File: src/rtl/ide_pkg.sv
// Shared definitions for the Gayle-compatible IDE PIO engine: FSM encoding,
// address decode constants and 68020 DSACK termination codes.
package ide_pkg;

    typedef enum logic [2:0] {
        ST_IDLE,
        ST_SETUP,
        ST_STROBE,
        ST_ACK,
        ST_RECOVER
    } ide_state_e;

    // A[23:15] of the $DA0000 IDE window
    localparam logic [8:0] GAYLE_IDE_BASE = 9'h1B4;

    localparam int PORT_LSB   = 13;
    localparam int PORT_W     = 2;
    localparam int CS_SEL_BIT = 12;

    // 68020 dynamic bus sizing: DSACK1 low, DSACK0 high terminates as 16-bit
    localparam logic [1:0] DSACK16    = 2'b01;
    localparam logic [1:0] DSACK_IDLE = 2'b11;

    function automatic logic [PORT_W-1:0] port_idx(input logic [23:0] addr);
        return addr[PORT_LSB +: PORT_W];
    endfunction

endpackage

File: src/rtl/ide_pio_engine_if.sv
// CPU-side bus and IDE-side strobes of the PIO engine; the engine is the
// slave of the 68020 bus and the owner of the IDE strobes.
interface ide_pio_engine_if #(
    parameter int NCHAN = 2
);
    logic [23:0]        A;
    logic               AS20;
    logic               RW20;
    logic               HIT;
    logic [2*NCHAN-1:0] IDECS;
    logic               IOR;
    logic               IOW;
    logic [1:0]         DSACK;
    logic               BUSY;

    modport slave (
        input  A, AS20, RW20,
        output HIT, IDECS, IOR, IOW, DSACK, BUSY
    );

    modport master (
        output A, AS20, RW20,
        input  HIT, IDECS, IOR, IOW, DSACK, BUSY
    );

endinterface

File: src/rtl/ide_int_sync.sv
// Two-flop synchroniser for the asynchronous per-port IDE interrupts,
// masked and OR-reduced onto a single request line.
module ide_int_sync #(
    parameter int               NCHAN    = 2,
    parameter logic [NCHAN-1:0] INT_MASK = {NCHAN{1'b1}}
) (
    input  logic             clk,
    input  logic             rst_n,
    input  logic [NCHAN-1:0] irq_raw,
    output logic             irq_out
);

    logic [NCHAN-1:0] meta_q, meta_d;
    logic [NCHAN-1:0] sync_q, sync_d;

    always_comb begin
        meta_d = irq_raw;
        sync_d = meta_q;
    end

    always_ff @(posedge clk or negedge rst_n) begin
        if (!rst_n) begin
            meta_q <= '0;
            sync_q <= '0;
        end else begin
            meta_q <= meta_d;
            sync_q <= sync_d;
        end
    end

    // Level-sensitive: the request follows the source, nothing is latched
    assign irq_out = |(sync_q & INT_MASK);

endmodule

File: src/rtl/ide_pio_engine.sv
// Multi-port Gayle-style IDE PIO engine: decodes the $DA0000 window and runs
// a timed setup/strobe/acknowledge/recovery cycle with 16-bit DSACK.
module ide_pio_engine
    import ide_pkg::*;
#(
    parameter int               NCHAN     = 2,
    parameter int               T_SETUP   = 1,
    parameter int               T_ACTIVE  = 4,
    parameter int               T_RECOVER = 2,
    parameter logic [NCHAN-1:0] INT_MASK  = {NCHAN{1'b1}}
) (
    input  logic                CLKCPU,
    input  logic                RESET,
    ide_pio_engine_if.slave     bus,
    input  logic [NCHAN-1:0]    IDEINT,
    output logic                INT2
);

    localparam logic [3:0] SETUP_LOAD   = 4'(T_SETUP - 1);
    localparam logic [3:0] ACTIVE_LOAD  = 4'(T_ACTIVE - 1);
    localparam logic [3:0] RECOVER_LOAD = 4'(T_RECOVER - 1);

    ide_state_e         state_q, state_d;
    logic [3:0]         cnt_q, cnt_d;
    logic [PORT_W-1:0]  port_q, port_d;
    logic               cs_sel_q, cs_sel_d;
    logic               rw_q, rw_d;
    logic [2*NCHAN-1:0] idecs_q, idecs_d;
    logic               ior_q, ior_d;
    logic               iow_q, iow_d;
    logic [1:0]         dsack_q, dsack_d;

    logic hit;
    logic end_cycle;
    logic cs_on, strobe_on, ack_on;
    logic unused_addr;

    assign hit = (bus.A[23:15] == GAYLE_IDE_BASE)
              && (int'(port_idx(bus.A)) < NCHAN)
              && !bus.AS20;

    assign unused_addr = ^bus.A[11:0];

    always_comb begin
        // NOTE: every always_comb output gets a default first so no path leaves it unassigned (no latch).
        state_d   = state_q;
        cnt_d     = cnt_q;
        port_d    = port_q;
        cs_sel_d  = cs_sel_q;
        rw_d      = rw_q;
        end_cycle = 1'b0;

        case (state_q)
            ST_IDLE: begin
                if (hit) begin
                    port_d   = port_idx(bus.A);
                    cs_sel_d = bus.A[CS_SEL_BIT];
                    rw_d     = bus.RW20;
                    if (T_SETUP == 0) begin
                        state_d = ST_STROBE;
                        cnt_d   = ACTIVE_LOAD;
                    end else begin
                        state_d = ST_SETUP;
                        cnt_d   = SETUP_LOAD;
                    end
                end
            end
            ST_SETUP: begin
                if (bus.AS20) begin
                    end_cycle = 1'b1;
                end else if (cnt_q == 4'd0) begin
                    state_d = ST_STROBE;
                    cnt_d   = ACTIVE_LOAD;
                end else begin
                    cnt_d = cnt_q - 4'd1;
                end
            end
            ST_STROBE: begin
                if (bus.AS20) begin
                    end_cycle = 1'b1;
                end else if (cnt_q == 4'd0) begin
                    state_d = ST_ACK;
                end else begin
                    cnt_d = cnt_q - 4'd1;
                end
            end
            ST_ACK: begin
                if (bus.AS20) begin
                    end_cycle = 1'b1;
                end
            end
            ST_RECOVER: begin
                if (cnt_q == 4'd0) begin
                    state_d = ST_IDLE;
                end else begin
                    cnt_d = cnt_q - 4'd1;
                end
            end
            default: state_d = ST_IDLE;
        endcase

        // Normal completion and abort share the same exit path
        if (end_cycle) begin
            if (T_RECOVER == 0) begin
                state_d = ST_IDLE;
            end else begin
                state_d = ST_RECOVER;
                cnt_d   = RECOVER_LOAD;
            end
        end
    end

    // Outputs follow the current state one clock later, except that the
    // edge sampling AS20 high releases everything immediately.
    always_comb begin
        cs_on     = 1'b0;
        strobe_on = 1'b0;
        ack_on    = 1'b0;
        if (!end_cycle) begin
            case (state_q)
                ST_SETUP:  cs_on = 1'b1;
                ST_STROBE: begin
                    cs_on     = 1'b1;
                    strobe_on = 1'b1;
                end
                ST_ACK: begin
                    cs_on     = 1'b1;
                    strobe_on = 1'b1;
                    ack_on    = 1'b1;
                end
                default: ;
            endcase
        end

        for (int k = 0; k < 2*NCHAN; k++) begin
            idecs_d[k] = !(cs_on && (int'({port_q, cs_sel_q}) == k));
        end
        ior_d   = !(strobe_on && rw_q);
        iow_d   = !(strobe_on && !rw_q);
        dsack_d = ack_on ? DSACK16 : DSACK_IDLE;
    end

    always_ff @(posedge CLKCPU or negedge RESET) begin
        if (!RESET) begin
            state_q  <= ST_IDLE;
            cnt_q    <= 4'd0;
            port_q   <= '0;
            cs_sel_q <= 1'b0;
            rw_q     <= 1'b0;
            idecs_q  <= '1;
            ior_q    <= 1'b1;
            iow_q    <= 1'b1;
            dsack_q  <= DSACK_IDLE;
        end else begin
            // NOTE: non-blocking so every flop samples pre-edge values regardless of statement order.
            state_q  <= state_d;
            cnt_q    <= cnt_d;
            port_q   <= port_d;
            cs_sel_q <= cs_sel_d;
            rw_q     <= rw_d;
            idecs_q  <= idecs_d;
            ior_q    <= ior_d;
            iow_q    <= iow_d;
            dsack_q  <= dsack_d;
        end
    end

    assign bus.HIT   = hit;
    assign bus.IDECS = idecs_q;
    assign bus.IOR   = ior_q;
    assign bus.IOW   = iow_q;
    assign bus.DSACK = dsack_q;
    assign bus.BUSY  = (state_q != ST_IDLE);

    ide_int_sync #(
        .NCHAN    (NCHAN),
        .INT_MASK (INT_MASK)
    ) u_int_sync (
        .clk     (CLKCPU),
        .rst_n   (RESET),
        .irq_raw (IDEINT),
        .irq_out (INT2)
    );

endmodule

File: src/flat_wrapper.sv
// flat-port wrapper written by rule: the top's interface ports become plain ports
module ide_pio_engine_flat import ide_pkg::*;
#(
    parameter int               NCHAN     = 2,
    parameter int               T_SETUP   = 1,
    parameter int               T_ACTIVE  = 4,
    parameter int               T_RECOVER = 2,
    parameter logic [NCHAN-1:0] INT_MASK  = {NCHAN{1'b1}}
)
  (CLKCPU, RESET, IDEINT, INT2, bus_A, bus_AS20, bus_RW20, bus_HIT, bus_IDECS, bus_IOR, bus_IOW, bus_DSACK, bus_BUSY);
  ide_pio_engine_if #(.NCHAN(NCHAN)) bus_i ();
  input  logic CLKCPU;
  input  logic RESET;
  input  logic [NCHAN-1:0] IDEINT;
  output logic INT2;
  input wire logic [$bits(bus_i.A)-1:0] bus_A;
  input wire logic [$bits(bus_i.AS20)-1:0] bus_AS20;
  input wire logic [$bits(bus_i.RW20)-1:0] bus_RW20;
  output wire logic [$bits(bus_i.HIT)-1:0] bus_HIT;
  output wire logic [$bits(bus_i.IDECS)-1:0] bus_IDECS;
  output wire logic [$bits(bus_i.IOR)-1:0] bus_IOR;
  output wire logic [$bits(bus_i.IOW)-1:0] bus_IOW;
  output wire logic [$bits(bus_i.DSACK)-1:0] bus_DSACK;
  output wire logic [$bits(bus_i.BUSY)-1:0] bus_BUSY;
  assign bus_i.A = bus_A;
  assign bus_i.AS20 = bus_AS20;
  assign bus_i.RW20 = bus_RW20;
  assign bus_HIT = bus_i.HIT;
  assign bus_IDECS = bus_i.IDECS;
  assign bus_IOR = bus_i.IOR;
  assign bus_IOW = bus_i.IOW;
  assign bus_DSACK = bus_i.DSACK;
  assign bus_BUSY = bus_i.BUSY;
  ide_pio_engine #(.NCHAN(NCHAN), .T_SETUP(T_SETUP), .T_ACTIVE(T_ACTIVE), .T_RECOVER(T_RECOVER), .INT_MASK(INT_MASK)) u_core (.CLKCPU(CLKCPU), .RESET(RESET), .bus(bus_i), .IDEINT(IDEINT), .INT2(INT2));
endmodule
File: config.mk
export PLATFORM = sky130hd
export DESIGN_NAME = ide_pio_engine_flat
export DESIGN_NICKNAME = d
export VERILOG_FILES = /design/src/rtl/ide_pkg.sv /design/src/rtl/ide_pio_engine_if.sv /design/src/rtl/ide_int_sync.sv /design/src/rtl/ide_pio_engine.sv /design/src/flat_wrapper.sv
export SDC_FILE = /design/constraint.sdc
export NUM_CORES = 1
export LEC_CHECK = 0
export BUFFER_PORTS_ARGS = -buffer_cell sky130_fd_sc_hd__buf_2
export CAP_MARGIN = 0
export CORE_MARGIN = 4
export CORE_UTILIZATION = 53
export CTS_BUF_LIST = sky130_fd_sc_hd__clkbuf_4
export DETAILED_ROUTE_END_ITERATION = 7
export GPL_TIMING_DRIVEN = 0
export HOLD_SLACK_MARGIN = 0.15
export PLACE_DENSITY = 0.94
export SLEW_MARGIN = 20
export SYNTH_ARGS = -nofsm -noshare
export SYNTH_HDL_FRONTEND = slang
export SYNTH_SLANG_ARGS = --single-unit
File: constraint.sdc
create_clock -name CLKCPU -period 5.1 [get_ports CLKCPU]
set_input_delay 1.02 -clock CLKCPU [delete_from_list [all_inputs] [get_ports CLKCPU]]
set_output_delay 1.02 -clock CLKCPU [all_outputs]
set_load 0.02 [all_outputs]
==> impl_summary.md <==
Drt
The final layout contains routed wiring with a total length of 2125 µm. The DRC violation total after the first TritonRoute iteration is 30. The number of routed nets with antenna violations is 0.

Dividing the detail-routed wire length by the instance count gives 14.55 µm. After detailed routing, the number of vias per cell comes to between 5 and 6. The detailed router placed roughly 850 vias in this run. After detailed routing, the number of remaining DRC violations is 0. The number of detailed-route iterations in the first pass is 4.

Floorplanning
The chip height is 52.69 µm. The horizontal extent of the die is 52.69 µm. The die covers 0.002776 mm². The core region is 0.001802 mm². The total I/O pin count is 41. The initialized floorplan defines 15 standard-cell rows.

For this configuration, the core starts out at a cell density of 0.5875.

Final layout
0 antenna diodes ended up in the layout. Fill cells in the final layout number 149. The multi-input combinational cells in the finished layout cover a total of 465.4 µm². In the final layout, the share of cells above drive strength 1 is 0.3884. At the end of the flow the core is filled with cells to 0.7063. The area growth from synthesis to layout is 20.21%.

After the flow finishes, the layout carries non-filler instances totaling 146. At the end of the flow, the number of nets in the layout was 154. Registers take 559.3 µm².

Yosys
The library cell occupying the most area in the post-synthesis netlist is sky130_fd_sc_hd__dfrtp_1. During synthesis, Yosys emitted a total of 0 warnings. The most common cell in the synthesized netlist is sky130_fd_sc_hd__dfrtp_1. The share of flip-flops with an asynchronous set or reset after synthesis is 1.000.

The synthesized instance count is 91. Of the post-synthesis cell area, the dominant cell type holds 0.3546. The net count after synthesis is 123.

In the post-synthesis netlist, the biggest area contributors are sky130_fd_sc_hd__dfrtp_1, sky130_fd_sc_hd__dfstp_2, sky130_fd_sc_hd__mux2_4, sky130_fd_sc_hd__ha_1, sky130_fd_sc_hd__nand2b_1. For this run, the leading register cell type out of synthesis is sky130_fd_sc_hd__dfrtp_1. The commonest cells after synthesis are sky130_fd_sc_hd__dfrtp_1, sky130_fd_sc_hd__dfstp_2, sky130_fd_sc_hd__clkbuf_1, sky130_fd_sc_hd__nand2_1, sky130_fd_sc_hd__nand2b_1. The average instance area after synthesis is 11.63 µm². The number of enable flip-flop cells after synthesis is 0. After synthesis the netlist holds a flip-flop and latch count of 22. The share of the Yosys chip area taken by registers is 0.5284.

The post-synthesis cell area is 0.001059 mm². The number of distinct library cells after synthesis is 42.

Worst setup path
The worst setup path is captured at an output pin. The signal on the critical path passes through clkbuf_1 -> nand4bb_1 -> nor3_1 -> buf_2. The kind of start point of the critical path is a primary input.

The worst setup path is of the primary input to output pin kind. The arrival time of data at the critical path endpoint is 2010 ps. The required time at the worst-slack endpoint is 4080 ps. The library cell contributing the largest single delay on the critical path is sky130_fd_sc_hd__nand4bb_1.

The worst-path maximum fanout is 9. On the worst path, the slowest cell contributes a delay of approximately 310 ps.

Clocking
Gates resized during post-CTS repair numbered 0. Clock latency on the worst-skew pair, taken at its later pin, is 310 ps. The maximum root-to-sink buffer count is 2. The clock tree from TritonCTS is done. The number of buffers inserted for hold repair after clock tree synthesis is 0. The number of buffers created by CTS is 3. The clock drives 22 sinks.

After clock tree synthesis, the clock-pin slew on the worst setup and hold paths is approximately 120 ps. The root buffer cell chosen for the clock tree is sky130_fd_sc_hd__clkbuf_4. CTS built an H-tree with a depth of 1. Post-CTS timing repair inserted 0 buffers for setup.

Timing
Derived from the worst setup path, the maximum achievable clock frequency is 330.5 MHz. The part of the cycle the worst path needs is 0.5933. Across all hold checks on the routed design, the worst slack comes to around 360 ps. The number of max-slew violations in the final report is 0. Setup total negative slack on the finished layout was measured at 0 ps.

The worst path needs 3026 ps of the cycle, external delays included. On the final layout, the worst clock skew is approximately 1.7 ps. For the pin with the worst max-slew slack, the measured transition is ~600 ps. Setup repair after global routing left no endpoint under its margin. Measured against its own limit, the worst slew margin works out to 0.5878. The number of failing setup endpoints in the final timing report is 0. The final count of hold timing violations is 0.

Global routing
The first-pass GRT wire length is 3505 µm. The largest net degree at the start of global routing is 23. The initial antenna violation count is 0. For met1 alone, demand over resource in global routing was 0.2073. The global-route layer with the greatest usage is met2.

The overall overflow remaining after global route is 0. The met2 track demand over resource in global routing is 0.2934. The number of global-route vias before repair is 807. Across every metal layer, demand over resource in global routing totals 0.1751. The global routing usage on met3 is 0.02849.

Hold path
The path class of the tightest hold or removal check is register to register.

Run status
The run finished with clean final reports.

Placed design
The placed instance count is roughly 140. Once detailed placement completed, the half-perimeter wirelength came to 1580 µm. At the end of routability-driven placement, the weighted congestion stood at 0.9143. The count of buffers added on input and output ports is 26.

Power
The overall power is 399.9 µW. For this design the ratio of total power to cell area is approximately 310 mW/mm². The maximum vdd ir drop is 0.2041 mV. The leakage power summed over all cells is 0.5601 nW.

Flow run
Max-cap violations in this run came to 0.
report_power, final:
group          internal (mW)  switching, mW  total (mW)
registers              0.184        0.00701       0.191
logic                 0.0324         0.0433      0.0757
clock network         0.0795         0.0533       0.133
metrics by stage:
step,area [µm²],setup slack (ps)
floorplan,1059,2098
global placement,1220,2118
detailed placement,1220,2093
CTS,1272,2087
global route,1272,1955
finish,1272,2074
kinds of logic (layout without fill, tap and decap cells):
kind of cell,Yosys count,in the layout,synth area share
mux,6,6,0.07210
flops,22,22,0.5284
fa+ha+maj,2,2,0.02364
other cells,1,1,0.003543
buf+inv,8,38,0.03191
compound gates,16,16,0.1182
simple gates,36,36,0.2222
placed cells by master (no fill, tap or decap), types with 2 or more instances in the layout:
| master | Yosys | routed |
|---|---|---|
| sky130_fd_sc_hd__a21oi_1 | 2 | 2 |
| sky130_fd_sc_hd__nor4_1 | 2 | 2 |
| sky130_fd_sc_hd__nor2_1 | 3 | 3 |
| sky130_fd_sc_hd__ha_1 | 2 | 2 |
| sky130_fd_sc_hd__o221ai_1 | 2 | 2 |
| sky130_fd_sc_hd__mux2_4 | 3 | 3 |
| sky130_fd_sc_hd__clkbuf_4 | 0 | 3 |
| sky130_fd_sc_hd__dfstp_2 | 7 | 7 |
| sky130_fd_sc_hd__mux2i_1 | 2 | 2 |
| sky130_fd_sc_hd__nand3b_1 | 3 | 3 |
| sky130_fd_sc_hd__nand2_1 | 4 | 4 |
| sky130_fd_sc_hd__nor2b_1 | 2 | 2 |
| sky130_fd_sc_hd__nor4b_1 | 2 | 2 |
| sky130_fd_sc_hd__dfrtp_1 | 15 | 15 |
| sky130_fd_sc_hd__nand2b_1 | 4 | 4 |
| sky130_fd_sc_hd__or2_2 | 2 | 2 |
| sky130_fd_sc_hd__nor3b_1 | 2 | 2 |
| sky130_fd_sc_hd__nor3_1 | 3 | 3 |
| sky130_fd_sc_hd__o2bb2ai_1 | 2 | 2 |
| sky130_fd_sc_hd__clkbuf_1 | 4 | 4 |
| sky130_fd_sc_hd__inv_1 | 3 | 3 |
| sky130_fd_sc_hd__buf_2 | 0 | 26 |
per-layer routing:
| layer | part of all wire | vias to the layer above |
|---|---|---|
| met5 | 0 | - |
| met4 | 0.022 | 0 |
| met3 | 0.063 | 5 |
| met2 | 0.51 | 35 |
| met1 | 0.41 | 411 |
| li1 | - | 398 |
flip-flops by register name (all words and copies together) (netlist names):
| name | count |
|---|---|
| u_core.bus.DSACK | 1 |
| u_core.bus.IDECS | 4 |
| u_core.bus.IOR | 1 |
| u_core.bus.IOW | 1 |
| u_core.cnt_q | 4 |
| u_core.cs_sel_q | 1 |
| u_core.port_q | 2 |
| u_core.rw_q | 1 |
| u_core.state_q | 3 |
| u_core.u_int_sync.meta_q | 2 |
| u_core.u_int_sync.sync_q | 2 |
worst max-delay path, delay by kind of cell:
kind | cells | cell delay [ps]
buf+inv | 2 | 390
simple gates | 2 | 590
cell type report:
class                           instances  area share
Clock inverter                          1     0.02360
Multi-Input combinational cell         61      0.3658
Sequential cell                        22      0.4395
Tap cell                               25     0.02458
Inverter                                3    0.008850
Buffer                                  5     0.01770
Timing Repair Buffer                   26      0.1023
Clock buffer                            3     0.01770
path summary, 6_finish.rpt:
kind                                              from                           to  slack (ps)  cells past startpoint
max                                           bus_AS20                      bus_HIT        2070                      4
min                        u_core.u_int_sync.meta_q[1]  u_core.u_int_sync.sync_q[1]         360                      0
max reg2reg                            u_core.cnt_q[0]              u_core.cnt_q[0]        2930                      6
min reg2reg                u_core.u_int_sync.meta_q[1]  u_core.u_int_sync.sync_q[1]         360                      0
max in group asynchronous                        RESET               u_core.bus.IOW        4120                      1
min in group asynchronous                        RESET             u_core.port_q[0]         640                      1
Power figures use the tool's default switching activity.
